**config.mk**
```make
export PLATFORM = sky130hd
export DESIGN_NAME = pwm_fade_multi
export DESIGN_NICKNAME = d
export VERILOG_FILES = /design/src/rtl/pwm_fade_pkg.sv /design/src/rtl/pwm_fade_engine.sv /design/src/rtl/pwm_fade_multi.sv
export SDC_FILE = /design/constraint.sdc
export NUM_CORES = 1
export LEC_CHECK = 0
export CAP_MARGIN = 30
export CORE_MARGIN = 1.5
export CORE_UTILIZATION = 45
export DETAILED_ROUTE_END_ITERATION = 8
export PLACE_DENSITY_LB_ADDON = 0.1
export SYNTH_ARGS = -nofsm -noshare
export SYNTH_HDL_FRONTEND = slang
export SYNTH_SLANG_ARGS = --single-unit
export TNS_END_PERCENT = 10
```
**constraint.sdc**
```tcl
create_clock -name clk -period 5.2 [get_ports clk]
set_clock_uncertainty 0.2 [all_clocks]
set_input_delay 1.04 -clock clk [delete_from_list [all_inputs] [get_ports clk]]
set_output_delay 1.04 -clock clk [all_outputs]
set_load 0.005 [all_outputs]
```
**src/rtl/pwm_fade_pkg.sv**
```systemverilog
// pwm_fade_pkg
//   Shared definitions for the multi-channel fade PWM: mode encoding,
//   fade direction type and helpers that derive the frame period and the
//   fade ceiling from the top-level parameters.
package pwm_fade_pkg;

   localparam logic [1:0] MODE_OFF  = 2'b00;
   localparam logic [1:0] MODE_TRI  = 2'b01;
   localparam logic [1:0] MODE_SAW  = 2'b10;
   localparam logic [1:0] MODE_HOLD = 2'b11;

   typedef enum logic {
      DIR_UP   = 1'b0,
      DIR_DOWN = 1'b1
   } dir_e;

   // Clocks per PWM frame.
   function automatic int calc_period(input int clk_freq, input int pwm_freq);
      return clk_freq / pwm_freq;
   endfunction

   // Fade ceiling in counts, truncated.
   function automatic int calc_dmax(input int period, input int pct);
      return (period * pct) / 100;
   endfunction

endpackage

```
**src/rtl/pwm_fade_engine.sv**
```systemverilog
// pwm_fade_engine
//   Shared fade engine: a step divider plus the duty/direction state that
//   sweeps duty between DUTY_MIN and DMAX once per step.
//
//   state    | meaning
//   ---------+-----------------------------------------------
//   DIR_UP   | triangle ramping up (also the reset/off state)
//   DIR_DOWN | triangle ramping down
//
// Ports:
//   clk     in   clock
//   rst_n   in   asynchronous active-low reset
//   en_i    in   run enable; all state holds while low
//   mode_i  in   fade mode (off / triangle / sawtooth / hold)
//   duty_o  out  current duty value in counts
module pwm_fade_engine
   import pwm_fade_pkg::*;
#(
   parameter int CNT_W    = 16,
   parameter int STEP_DIV = 1,
   parameter int DUTY_MIN = 1,
   parameter int DMAX     = 14000
) (
   input  logic             clk,
   input  logic             rst_n,
   input  logic             en_i,
   input  logic [1:0]       mode_i,
   output logic [CNT_W-1:0] duty_o
);

   localparam int SC_W = (STEP_DIV > 1) ? $clog2(STEP_DIV) : 1;
   localparam logic [SC_W-1:0]  SC_LAST = SC_W'(STEP_DIV - 1);
   localparam logic [CNT_W-1:0] DMAX_C  = CNT_W'(DMAX);
   localparam logic [CNT_W-1:0] DMIN_C  = CNT_W'(DUTY_MIN);

   logic [SC_W-1:0]  step_cnt_q, step_cnt_d;
   logic [CNT_W-1:0] duty_q, duty_d;
   dir_e             dir_q, dir_d;
   logic             step;

   assign step = (step_cnt_q == SC_LAST) && en_i;

   always_ff @(posedge clk or negedge rst_n) begin
      if (!rst_n) begin
         step_cnt_q <= '0;
         duty_q     <= DMIN_C;
         dir_q      <= DIR_UP;
      end else begin
         step_cnt_q <= step_cnt_d;
         duty_q     <= duty_d;
         dir_q      <= dir_d;
      end
   end

   always_comb begin
      step_cnt_d = step_cnt_q;
      duty_d     = duty_q;
      dir_d      = dir_q;
      if (en_i) begin
         step_cnt_d = step ? '0 : step_cnt_q + 1'b1;
      end
      if (step) begin
         case (mode_i)
            MODE_TRI: begin
               // Direction turns in the same step as the reversal move,
               // so the peak and floor each last exactly one step.
               if (dir_q == DIR_UP) begin
                  if (duty_q < DMAX_C) begin
                     duty_d = duty_q + 1'b1;
                  end else begin
                     dir_d  = DIR_DOWN;
                     duty_d = duty_q - 1'b1;
                  end
               end else begin
                  if (duty_q > DMIN_C) begin
                     duty_d = duty_q - 1'b1;
                  end else begin
                     dir_d  = DIR_UP;
                     duty_d = duty_q + 1'b1;
                  end
               end
            end
            // dir kept so a later return to triangle resumes its direction.
            MODE_SAW:  duty_d = (duty_q < DMAX_C) ? duty_q + 1'b1 : DMIN_C;
            MODE_HOLD: ;
            default: begin
               duty_d = DMIN_C;
               dir_d  = DIR_UP;
            end
         endcase
      end
   end

   always_comb begin
      duty_o = duty_q;
   end

endmodule

```
**src/rtl/pwm_fade_multi.sv**
```systemverilog
// pwm_fade_multi
//   Multi-channel breathing-LED PWM. One fade engine drives N_CH registered
//   outputs that compare a per-channel phase against a shadow copy of the
//   duty, reloaded only at the frame wrap so pulses never glitch.
//
//   Build option: define PWM_PHASE_STAGGER_EN to offset channel k by
//   k*(PERIOD/N_CH) counts; otherwise all channels are edge-aligned.
//
// Ports:
//   clk         in   clock
//   rst_n       in   asynchronous active-low reset
//   en          in   global run enable
//   mode        in   00 off, 01 triangle, 10 sawtooth, 11 hold
//   ch_en       in   per-channel output enable
//   pwm_out     out  registered PWM outputs
//   frame_tick  out  one-cycle pulse after the last cycle of each frame
module pwm_fade_multi
   import pwm_fade_pkg::*;
#(
   parameter int CLK_FREQ     = 25_000_000,
   parameter int PWM_FREQ     = 1_250,
   parameter int N_CH         = 8,
   parameter int CNT_W        = 16,
   parameter int STEP_DIV     = 1,
   parameter int DUTY_MAX_PCT = 70,
   parameter int DUTY_MIN     = 1
) (
   input  logic            clk,
   input  logic            rst_n,
   input  logic            en,
   input  logic [1:0]      mode,
   input  logic [N_CH-1:0] ch_en,
   output logic [N_CH-1:0] pwm_out,
   output logic            frame_tick
);

   localparam int PERIOD = calc_period(CLK_FREQ, PWM_FREQ);
   localparam int DMAX   = calc_dmax(PERIOD, DUTY_MAX_PCT);
   localparam logic [CNT_W-1:0] LAST = CNT_W'(PERIOD - 1);

   if (longint'(PERIOD) > (longint'(1) << CNT_W)) begin : g_err_period
      $error("pwm_fade_multi: PERIOD %0d does not fit in CNT_W=%0d", PERIOD, CNT_W);
   end
   if (DUTY_MIN < 0 || DUTY_MIN >= DMAX) begin : g_err_duty
      $error("pwm_fade_multi: DUTY_MIN %0d must be in [0, DMAX=%0d)", DUTY_MIN, DMAX);
   end
   if (STEP_DIV < 1) begin : g_err_step
      $error("pwm_fade_multi: STEP_DIV %0d must be >= 1", STEP_DIV);
   end
   if (N_CH < 1 || N_CH > 32) begin : g_err_nch
      $error("pwm_fade_multi: N_CH %0d must be in 1..32", N_CH);
   end

   logic [CNT_W-1:0] counter_q, counter_d;
   logic [CNT_W-1:0] duty_sh_q, duty_sh_d;
   logic [CNT_W-1:0] duty;
   logic             frame_tick_q;
   logic [N_CH-1:0]  pwm_q, pwm_d;
   logic             wrap;
   logic             run;

   pwm_fade_engine #(
      .CNT_W    (CNT_W),
      .STEP_DIV (STEP_DIV),
      .DUTY_MIN (DUTY_MIN),
      .DMAX     (DMAX)
   ) u_engine (
      .clk    (clk),
      .rst_n  (rst_n),
      .en_i   (en),
      .mode_i (mode),
      .duty_o (duty)
   );

   assign wrap = en && (counter_q == LAST);
   assign run  = en && (mode != MODE_OFF);

   always_comb begin
      counter_d = counter_q;
      if (en) begin
         counter_d = wrap ? '0 : counter_q + 1'b1;
      end
   end

   // Shadow takes the engine output from before this cycle's step update.
   assign duty_sh_d = wrap ? duty : duty_sh_q;

   for (genvar k = 0; k < N_CH; k++) begin : g_ch
      logic [CNT_W-1:0] phase;
`ifdef PWM_PHASE_STAGGER_EN
      localparam int OFS = k * (PERIOD / N_CH);
      logic [CNT_W:0] sum;
      // counter + OFS < 2*PERIOD, so one conditional subtract is a full mod.
      assign sum   = {1'b0, counter_q} + (CNT_W+1)'(OFS);
      assign phase = (sum >= (CNT_W+1)'(PERIOD)) ? CNT_W'(sum - (CNT_W+1)'(PERIOD))
                                                 : sum[CNT_W-1:0];
`else
      assign phase = counter_q;
`endif
      assign pwm_d[k] = run && ch_en[k] && (phase < duty_sh_q);
   end

   always_ff @(posedge clk or negedge rst_n) begin
      if (!rst_n) begin
         counter_q    <= '0;
         duty_sh_q    <= '0;
         frame_tick_q <= 1'b0;
         pwm_q        <= '0;
      end else begin
         counter_q    <= counter_d;
         duty_sh_q    <= duty_sh_d;
         frame_tick_q <= wrap;
         pwm_q        <= pwm_d;
      end
   end

   assign pwm_out    = pwm_q;
   assign frame_tick = frame_tick_q;

endmodule

```
==> results of run 1 <==
cells in the mapped netlist, types with 3 or more instances:
cell type                   number  area share
sky130_fd_sc_hd__a21oi_1        19       0.027
sky130_fd_sc_hd__ha_1           23       0.081
sky130_fd_sc_hd__nor4_1          4      0.0070
sky130_fd_sc_hd__and2_1         10       0.018
sky130_fd_sc_hd__nand4_1        11       0.019
sky130_fd_sc_hd__dfrtp_1        58        0.41
sky130_fd_sc_hd__nor2_1         30       0.032
sky130_fd_sc_hd__o2111ai_1       4      0.0098
sky130_fd_sc_hd__xnor2_1         8       0.020
sky130_fd_sc_hd__buf_2           4      0.0056
sky130_fd_sc_hd__inv_1          23       0.024
sky130_fd_sc_hd__nor2b_1         3      0.0053
sky130_fd_sc_hd__mux2i_1         4       0.011
sky130_fd_sc_hd__nand2_1        45       0.047
sky130_fd_sc_hd__clkbuf_1       14       0.015
sky130_fd_sc_hd__nand2b_1        4      0.0070
sky130_fd_sc_hd__or4_1           3      0.0063
sky130_fd_sc_hd__o32ai_1         3      0.0074
sky130_fd_sc_hd__o21ai_0        25       0.035
sky130_fd_sc_hd__o221ai_1        3      0.0074
sky130_fd_sc_hd__o211ai_1        3      0.0063
sky130_fd_sc_hd__a21o_1          5       0.011
sky130_fd_sc_hd__nand3_1        16       0.022
sky130_fd_sc_hd__nor3_1         11       0.015
sky130_fd_sc_hd__o21ai_1         4      0.0056
sky130_fd_sc_hd__xor2_1          6       0.015
sky130_fd_sc_hd__and3_1          4      0.0070
sky130_fd_sc_hd__a221oi_1        5       0.012
sky130_fd_sc_hd__a211oi_1        4      0.0084
cells by family (layout without fill, tap and decap cells):
| family | count (synthesis) | count (layout) |
|---|---|---|
| adders and majority gates | 23 | 23 |
| xor gates and xnor gates | 14 | 14 |
| muxes | 6 | 6 |
| AOI/OAI and AO/OA | 96 | 96 |
| and+or+nand+nor | 155 | 155 |
| buffers and inverters | 44 | 63 |
| DFF | 59 | 59 |
worst max-delay path, delay by kind of cell:
kind	cells	cell delay, ns
simple gates	3	1.21
fa+ha+maj	1	0.43
compound gates	2	0.48
buf+inv	2	0.58
registers in the layout, summed over array words and instances, names as in the netlist:
| signal | count |
|---|---|
| duty_sh_q | 16 |
| pwm_out | 8 |
| frame_tick | 1 |
| u_engine.dir_q | 1 |
| u_engine.duty_o | 16 |
| u_engine.step_cnt_q | 1 |
| counter_q | 16 |
per-layer routing:
layer  routed length [microns]  GRT usage  up-vias  share of wire
met5                         0          0        -              0
met4                       137    0.07051        0          0.016
met3                       467    0.05307       17          0.054
met2                      3826     0.3284      108           0.44
met1                      4222     0.3127     1435           0.49
li1                          -          -     1458              -
worst min path at each step:
| stage | from | end | cells after the start |
|---|---|---|---|
| final | duty_sh_q[0]$_DFFE_PN0P_ | duty_sh_q[0]$_DFFE_PN0P_ | 1 |
| after global routing | counter_q[15]$_DFFE_PN0P_ | counter_q[15]$_DFFE_PN0P_ | 1 |
| after CTS | duty_sh_q[0]$_DFFE_PN0P_ | duty_sh_q[0]$_DFFE_PN0P_ | 1 |
| after detailed placement | duty_sh_q[0]$_DFFE_PN0P_ | duty_sh_q[0]$_DFFE_PN0P_ | 1 |
| after global placement | duty_sh_q[0]$_DFFE_PN0P_ | duty_sh_q[0]$_DFFE_PN0P_ | 1 |
| after floorplan | counter_q[15]$_DFFE_PN0P_ | counter_q[15]$_DFFE_PN0P_ | 1 |
through the flow:
step / std cells / util
after floorplan: 397 / -
after global placement: 502 / 0.4993
after detailed placement: 502 / 0.4993
after CTS: 518 / 0.5236
after global routing: 518 / 0.5236
final: 518 / 0.5236
layout make-up:
| class | instances | area, sq um | area share |
|---|---|---|---|
| Inverter | 23 | 86.33 | 0.02145 |
| Sequential cell | 59 | 1478 | 0.3671 |
| Timing Repair Buffer | 24 | 227.7 | 0.05657 |
| Tap cell | 102 | 127.6 | 0.03171 |
| Multi-Input combinational cell | 294 | 1919 | 0.4768 |
| Clock buffer | 10 | 137.6 | 0.03419 |
| Clock inverter | 6 | 48.80 | 0.01212 |
layout by cell type (no fill, tap or decap), types with 4 or more instances in the layout:
master / n
sky130_fd_sc_hd__xor2_1: 6
sky130_fd_sc_hd__nor2_1: 30
sky130_fd_sc_hd__mux2i_1: 4
sky130_fd_sc_hd__nor3_1: 11
sky130_fd_sc_hd__clkbuf_8: 10
sky130_fd_sc_hd__and2_1: 10
sky130_fd_sc_hd__xnor2_1: 8
sky130_fd_sc_hd__o21ai_0: 25
sky130_fd_sc_hd__ha_1: 23
sky130_fd_sc_hd__o2111ai_1: 4
sky130_fd_sc_hd__a21o_1: 5
sky130_fd_sc_hd__clkdlybuf4s50_1: 20
sky130_fd_sc_hd__a221oi_1: 5
sky130_fd_sc_hd__a211oi_1: 4
sky130_fd_sc_hd__inv_1: 23
sky130_fd_sc_hd__dfrtp_1: 58
sky130_fd_sc_hd__a21oi_1: 19
sky130_fd_sc_hd__and3_1: 4
sky130_fd_sc_hd__nor4_1: 4
sky130_fd_sc_hd__nand2b_1: 4
sky130_fd_sc_hd__nand3_1: 16
sky130_fd_sc_hd__o21ai_1: 4
sky130_fd_sc_hd__nand4_1: 11
sky130_fd_sc_hd__nand2_1: 45
power groups by stage:
stage / Clock, mW / Combinational [mW] / Sequential, mW
floorplan: 0 / 0.154 / 0.537
global placement: 0 / 0.204 / 0.559
detailed placement: 0 / 0.209 / 0.561
CTS: 0.402 / 0.211 / 0.553
global route: 0.427 / 0.243 / 0.561
finish: 0.394 / 0.211 / 0.552
==> results.rst, run 1 <==
.. list-table::
   :header-rows: 1

   * - Metric
     - Value
   * - Share of final-layout standard cells stronger than drive strength 1
     - 0.07933
   * - Antenna cell count
     - 0
   * - Number of buffers inserted for hold repair after clock tree synthesis
     - 0
   * - Residual antenna-violating net count after detailed routing
     - 0
   * - Power Internal
     - 0.7755 mW
   * - Startpoint of the worst register-to-register path
     - counter_q[12]$_DFFE_PN0P_
   * - Detail-routed via count per cell
     - 5.826
   * - Mapped Avg Cell Area
     - 8.995 sq um
   * - Critical path startpoint category
     - primary input
   * - Longest Clk Path Bufs
     - 2
   * - Starting utilization of the core area
     - 0.4645
   * - Floorplan die height
     - 92.08 microns
   * - DPL Wire Length
     - 5.987 mm
   * - Arrival time reported for the critical path endpoint
     - 3.74 ns
   * - DRT iter0 DRCs
     - 200
   * - Last element of the critical path
     - u_engine.duty_o[2]$_DFFE_PN0P_
   * - CTS sink cnt
     - 59
   * - Reg-to-reg setup timing slack
     - 2.07 ns
   * - Drt drc
     - 0
   * - Worst setup slack after layout
     - 1.526 ns
   * - Fraction of power consumed by sequential logic
     - 0.477
   * - Sum of internal, switching and leakage power
     - 1.158 mW
   * - Post-Synthesis Cells
     - 397
   * - Worst slew margin relative to its limit
     - 0.3196
   * - Setup repair after global routing missed its margin
     - false
   * - Origin of the worst setup path
     - mode[0]
   * - Type of the most critical hold path
     - reg2reg
   * - Largest vdd supply drop
     - 154.9 uV
   * - Vias in the first global route
     - 2,926
   * - Worst Setup End Kind
     - flop
   * - Cell area after layout
     - 4025 sq um
   * - Accumulated negative setup slack
     - 0 ns
   * - Number of distinct library cell variants in the gate-level netlist after synthesis
     - 64
   * - Width of the die
     - 92.08 microns
   * - Number of warning messages in the yosys log
     - 0
   * - Area of placed instances
     - 3839 sq um
   * - Xor and xnor area share after synthesis
     - 0.03434
   * - Share of power burned in combinational logic
     - 0.182
   * - Post-synthesis simple-gate area fraction
     - 0.2204
   * - Switch share
     - 0.3302
   * - Sequential share of the synthesized area
     - 0.4138
   * - Routed wire length
     - 8.653 mm
   * - Switching power total
     - 0.3823 mW
   * - Main flop type after synthesis
     - sky130_fd_sc_hd__dfrtp_1
   * - Worst hold slack across all endpoints
     - 0.3192 ns
   * - CTS-repair resized insts
     - 0
   * - Maximum number of pins on one net before global-route repair
     - 60
   * - Data required time of the critical path
     - 5.26 ns
   * - Count of H-tree levels built during CTS
     - 3
   * - Nets in the synthesized netlist
     - 433
   * - Total GRT Usage
     - 0.2200
   * - Clock transition at the registers of the reported paths
     - 0.08 ns
   * - Count of maximum capacitance violations
     - 0
   * - Power density of the placed cells
     - 287.6 nW/um^2
   * - Num CTS Buffers
     - 9
   * - Total die area
     - 8479 sq um
   * - Final worst-path cycle share
     - 0.7065
   * - Area of the core region
     - 7687 sq um
   * - Worst Setup Path Type
     - in2reg
   * - Proportion of power drawn by the clock network
     - 0.341
   * - Max Fanout on Critical Path
     - 9
   * - Top Ports
     - 22
   * - Combinational family with the most area after synthesis
     - simple AND/OR/NAND/NOR gates
   * - Result of the run
     - complete, no violations
   * - Port Buffers
     - 21
   * - Worst Max-Slew Pin Slew
     - 1.017 ns
   * - FMAX
     - 0.2722 GHz
   * - Path depth of the worst reg2reg path
     - 6
   * - Count of flip-flops with a built-in enable after synthesis
     - 0
   * - Critical path, cell by cell
     - clkdlybuf4s50_1 > inv_1 > ha_1 > nand2_1 > nor2_1 > nand3_1 > o221a_1 > a21oi_1
   * - Highest-delay cell along the critical path
     - sky130_fd_sc_hd__nor2_1
   * - Worst skew pair latency
     - 0.35 ns
   * - Time the final worst path needs with I/O delays and setup
     - 3.674 ns
   * - Worst reg2reg path endpoint
     - duty_sh_q[2]$_DFFE_PN0P_
   * - Number of nets in the final layout
     - 447
   * - TritonCTS clock tree
     - yes
   * - Average wire per cell in the routed design
     - 16.70 microns
   * - Routed vias
     - 3,018
   * - Cell area after technology mapping
     - 3571 sq um
   * - Share of cell area taken by muxes after synthesis
     - 0.01752
   * - Number of search-and-repair iterations in the first detailed-routing pass
     - 5
   * - Number of antenna violations at the first check in global routing
     - 0
   * - RePlAce Congestion
     - 0.9295
   * - Remaining global-route overflow
     - 0
   * - Clock Tree Root
     - sky130_fd_sc_hd__clkbuf_8
   * - Adder-Cell Fraction of Synth Area
     - 0.08059
   * - First-pass GRT wire length
     - 14.63 mm
   * - Static leakage power
     - 1.827 nW
   * - Flip-flop and latch count after synthesis
     - 59
   * - Final count of hold timing violations
     - 0
   * - CP peak stage delay
     - 0.56 ns
   * - Final Max Tran Viols
     - 0
   * - Synth-to-Final Area Change
     - 12.72%
   * - Fill cells
     - 736
   * - Async SR Flop Fraction
     - 1.000
   * - Placement Setup Slack
     - 1.225 ns
   * - Finish-stage setup viols
     - 0
   * - Rows
     - 32
   * - Compound-Gate Fraction of Synth Area
     - 0.1815
   * - Count of buffers added by post-CTS timing repair for setup
     - 0
(Power assumes the default switching activity.)
==> inputs of run 2 (changes only) <==
==> constraint.sdc (replaced) <==
create_clock -name clk -period 3.7 [get_ports clk]
set_clock_uncertainty 0.2 [all_clocks]
set_input_delay 0.74 -clock clk [delete_from_list [all_inputs] [get_ports clk]]
set_output_delay 0.74 -clock clk [all_outputs]
set_load 0.005 [all_outputs]
==> run 2 against run 1 <==
  * First-iteration DRC count up 23%
  * Non-clock buffer count up 7
  * Worst hold slack worse by 0.21 ns
  * Largest power group unchanged
  * Combinational power up 42%
==> results.rst, run 2 (synthesized netlist as in run 1, its figures left out) <==
.. list-table::
   :header-rows: 1

   * - Metric
     - Value
   * - Result of the run
     - complete, no violations
   * - Routed wire length
     - 8.762 mm (+1.3%)
   * - Power density of the placed cells
     - 422.7 nW/um^2 (+47%)
   * - RePlAce Congestion
     - 0.9009 (-3.1%)
   * - Most common library cell in the layout ignoring fill and taps
     - sky130_fd_sc_hd__dfrtp_1
   * - Static leakage power
     - 1.882 nW (+3.0%)
   * - Number of search-and-repair iterations in the first detailed-routing pass
     - 4 (-1)
   * - Width of the die
     - 92.08 microns (unchanged)
   * - Num CTS Buffers
     - 9 (unchanged)
   * - Sum of internal, switching and leakage power
     - 1.736 mW (+50%)
   * - Number of antenna violations at the first check in global routing
     - 0 (unchanged)
   * - Starting utilization of the core area
     - 0.4645 (unchanged)
   * - Rows
     - 32 (unchanged)
   * - Synth-to-Final Area Change
     - 15.03%
   * - CTS sink cnt
     - 59 (unchanged)
   * - Port Buffers
     - 21 (unchanged)
   * - Number of buffers inserted for hold repair after clock tree synthesis
     - 0 (unchanged)
   * - Area of the core region
     - 7687 sq um (unchanged)
   * - Most frequent cells in the layout
     - sky130_fd_sc_hd__dfrtp_1, sky130_fd_sc_hd__nand2_1, sky130_fd_sc_hd__nor2_1, sky130_fd_sc_hd__o21ai_0
   * - Maximum number of pins on one net before global-route repair
     - 43 (-28%)
   * - Routed vias
     - 3,010 (-0.27%)
   * - Count of H-tree levels built during CTS
     - 3 (unchanged)
   * - Top Ports
     - 22 (unchanged)
   * - Detail-routed via count per cell
     - 5.733 (-1.6%)
   * - Worst hold slack across all endpoints
     - 0.1092 ns (-0.2099 ns)
   * - Time the final worst path needs with I/O delays and setup
     - 2.985 ns
   * - Count of buffers added by post-CTS timing repair for setup
     - 0 (unchanged)
   * - Final Max Tran Viols
     - 0 (unchanged)
   * - First-pass GRT wire length
     - 14.97 mm (+2.3%)
   * - Setup repair after global routing missed its margin
     - false
   * - Total GRT Usage
     - 0.2280 (+0.008035)
   * - Data required time of the critical path
     - 3.77 ns (-1.49 ns)
   * - Worst skew pair latency
     - 0.35 ns (about the same)
   * - Longest Clk Path Bufs
     - 2 (unchanged)
   * - Count of maximum capacitance violations
     - 0 (unchanged)
   * - Drt drc
     - 0 (unchanged)
   * - Worst slew margin relative to its limit
     - 0.5724 (+0.2529)
   * - CTS-repair resized insts
     - 0 (unchanged)
   * - Startpoint of the worst register-to-register path
     - u_engine.duty_o[10]$_DFFE_PN0P_
   * - Worst Max-Slew Pin Slew
     - 0.6355 ns (-0.3819 ns)
   * - Worst setup slack after layout
     - 0.7153 ns (-0.8110 ns)
   * - Remaining global-route overflow
     - 0 (unchanged)
   * - Share of final-layout standard cells stronger than drive strength 1
     - 0.09220 (+0.01287)
   * - Fill cells
     - 711 (-3.4%)
   * - Antenna cell count
     - 0 (unchanged)
   * - Type of the most critical hold path
     - in2async
   * - Accumulated negative setup slack
     - 0 ns (unchanged)
   * - DRT iter0 DRCs
     - 245 (+23%)
   * - Critical path startpoint category
     - flop
   * - Worst Setup Path Type
     - reg2reg
   * - Number of nets in the final layout
     - 454 (+1.6%)
   * - Average wire per cell in the routed design
     - 16.69 microns (about the same)
   * - Worst Setup End Kind
     - flop
   * - Final worst-path cycle share
     - 0.8067
   * - Origin of the worst setup path
     - u_engine.duty_o[10]$_DFFE_PN0P_
   * - Highest-delay cell along the critical path
     - sky130_fd_sc_hd__or4_4
   * - Max Fanout on Critical Path
     - 11 (+2)
   * - Floorplan die height
     - 92.08 microns (unchanged)
   * - Clock transition at the registers of the reported paths
     - 0.08 ns (about the same)
   * - Arrival time reported for the critical path endpoint
     - 3.06 ns (-0.68 ns)
   * - Residual antenna-violating net count after detailed routing
     - 0 (unchanged)
   * - Critical path, cell by cell
     - or4_4 > nor4_1 > nand4_1 > and2_1 > o21ai_1 > o21ai_0 > a21oi_1
   * - Final count of hold timing violations
     - 0 (unchanged)
   * - FMAX
     - 0.3350 GHz
   * - Placement Setup Slack
     - 0.3909 ns (-0.8338 ns)
   * - Finish-stage setup viols
     - 0 (unchanged)
   * - Clock Tree Root
     - sky130_fd_sc_hd__clkbuf_8
   * - CP peak stage delay
     - 0.61 ns (+0.05 ns)
   * - Vias in the first global route
     - 2,922 (-0.14%)
   * - DPL Wire Length
     - 6.248 mm (+4.4%)
   * - TritonCTS clock tree
     - yes
   * - Total die area
     - 8479 sq um (unchanged)
   * - Largest vdd supply drop
     - 216.8 uV (+40%)
run 2: metal layers:
metal	part of all wire	track usage
met1	0.49	0.3255
met2	0.44	0.3401
met3	0.054	0.03731
met4	0.022	0.09744
met5	0	0
run 2: area by class of cell:
type	count	area (sq um)	share of cell area
clock buffer	10	127.6	0.03107
timing repair buffer	31	280.3	0.06823
tap	102	127.6	0.03107
multi-input combinational	294	1919	0.4673
clock inverter	6	88.84	0.02163
sequential	59	1478	0.3597
inverter	23	86.33	0.02102
run 2: worst paths after layout:
| check | to | slack [ns] | depth (start not counted) |
|---|---|---|---|
| min in group clk | counter_q[15]$_DFFE_PN0P_ | 0.31 | 1 |
| worst min-delay path | counter_q[1]$_DFFE_PN0P_ | 0.11 | 1 |
| max in group asynchronous | u_engine.duty_o[0]$_DFFE_PN1P_ | 2.28 | 2 |
| worst max-delay path | u_engine.duty_o[12]$_DFFE_PN0P_ | 0.72 | 7 |
| worst min register to register | counter_q[15]$_DFFE_PN0P_ | 0.31 | 1 |
| worst max register to register | u_engine.duty_o[12]$_DFFE_PN0P_ | 0.72 | 7 |
run 2: critical path, delay by kind of cell (launching register included):
kind	cells	cell delay (ns)
and+or+nand+nor	4	1.48
AOI/OAI and AO/OA	3	0.71
DFF	1	0.52
run 2: metrics by stage:
step                std cells    util  area (sq um)
global placement          509  0.5062          3891
CTS                       525  0.5343          4108
floorplan                 397       -          3571
global route              525  0.5343          4108
detailed placement        509  0.5062          3891
finish                    525  0.5343          4108
run 2: power breakdown:
part	switching, mW	internal [mW]
logic	0.168	0.132
clock network	0.280	0.380
registers	0.0812	0.695
total	0.529	1.21
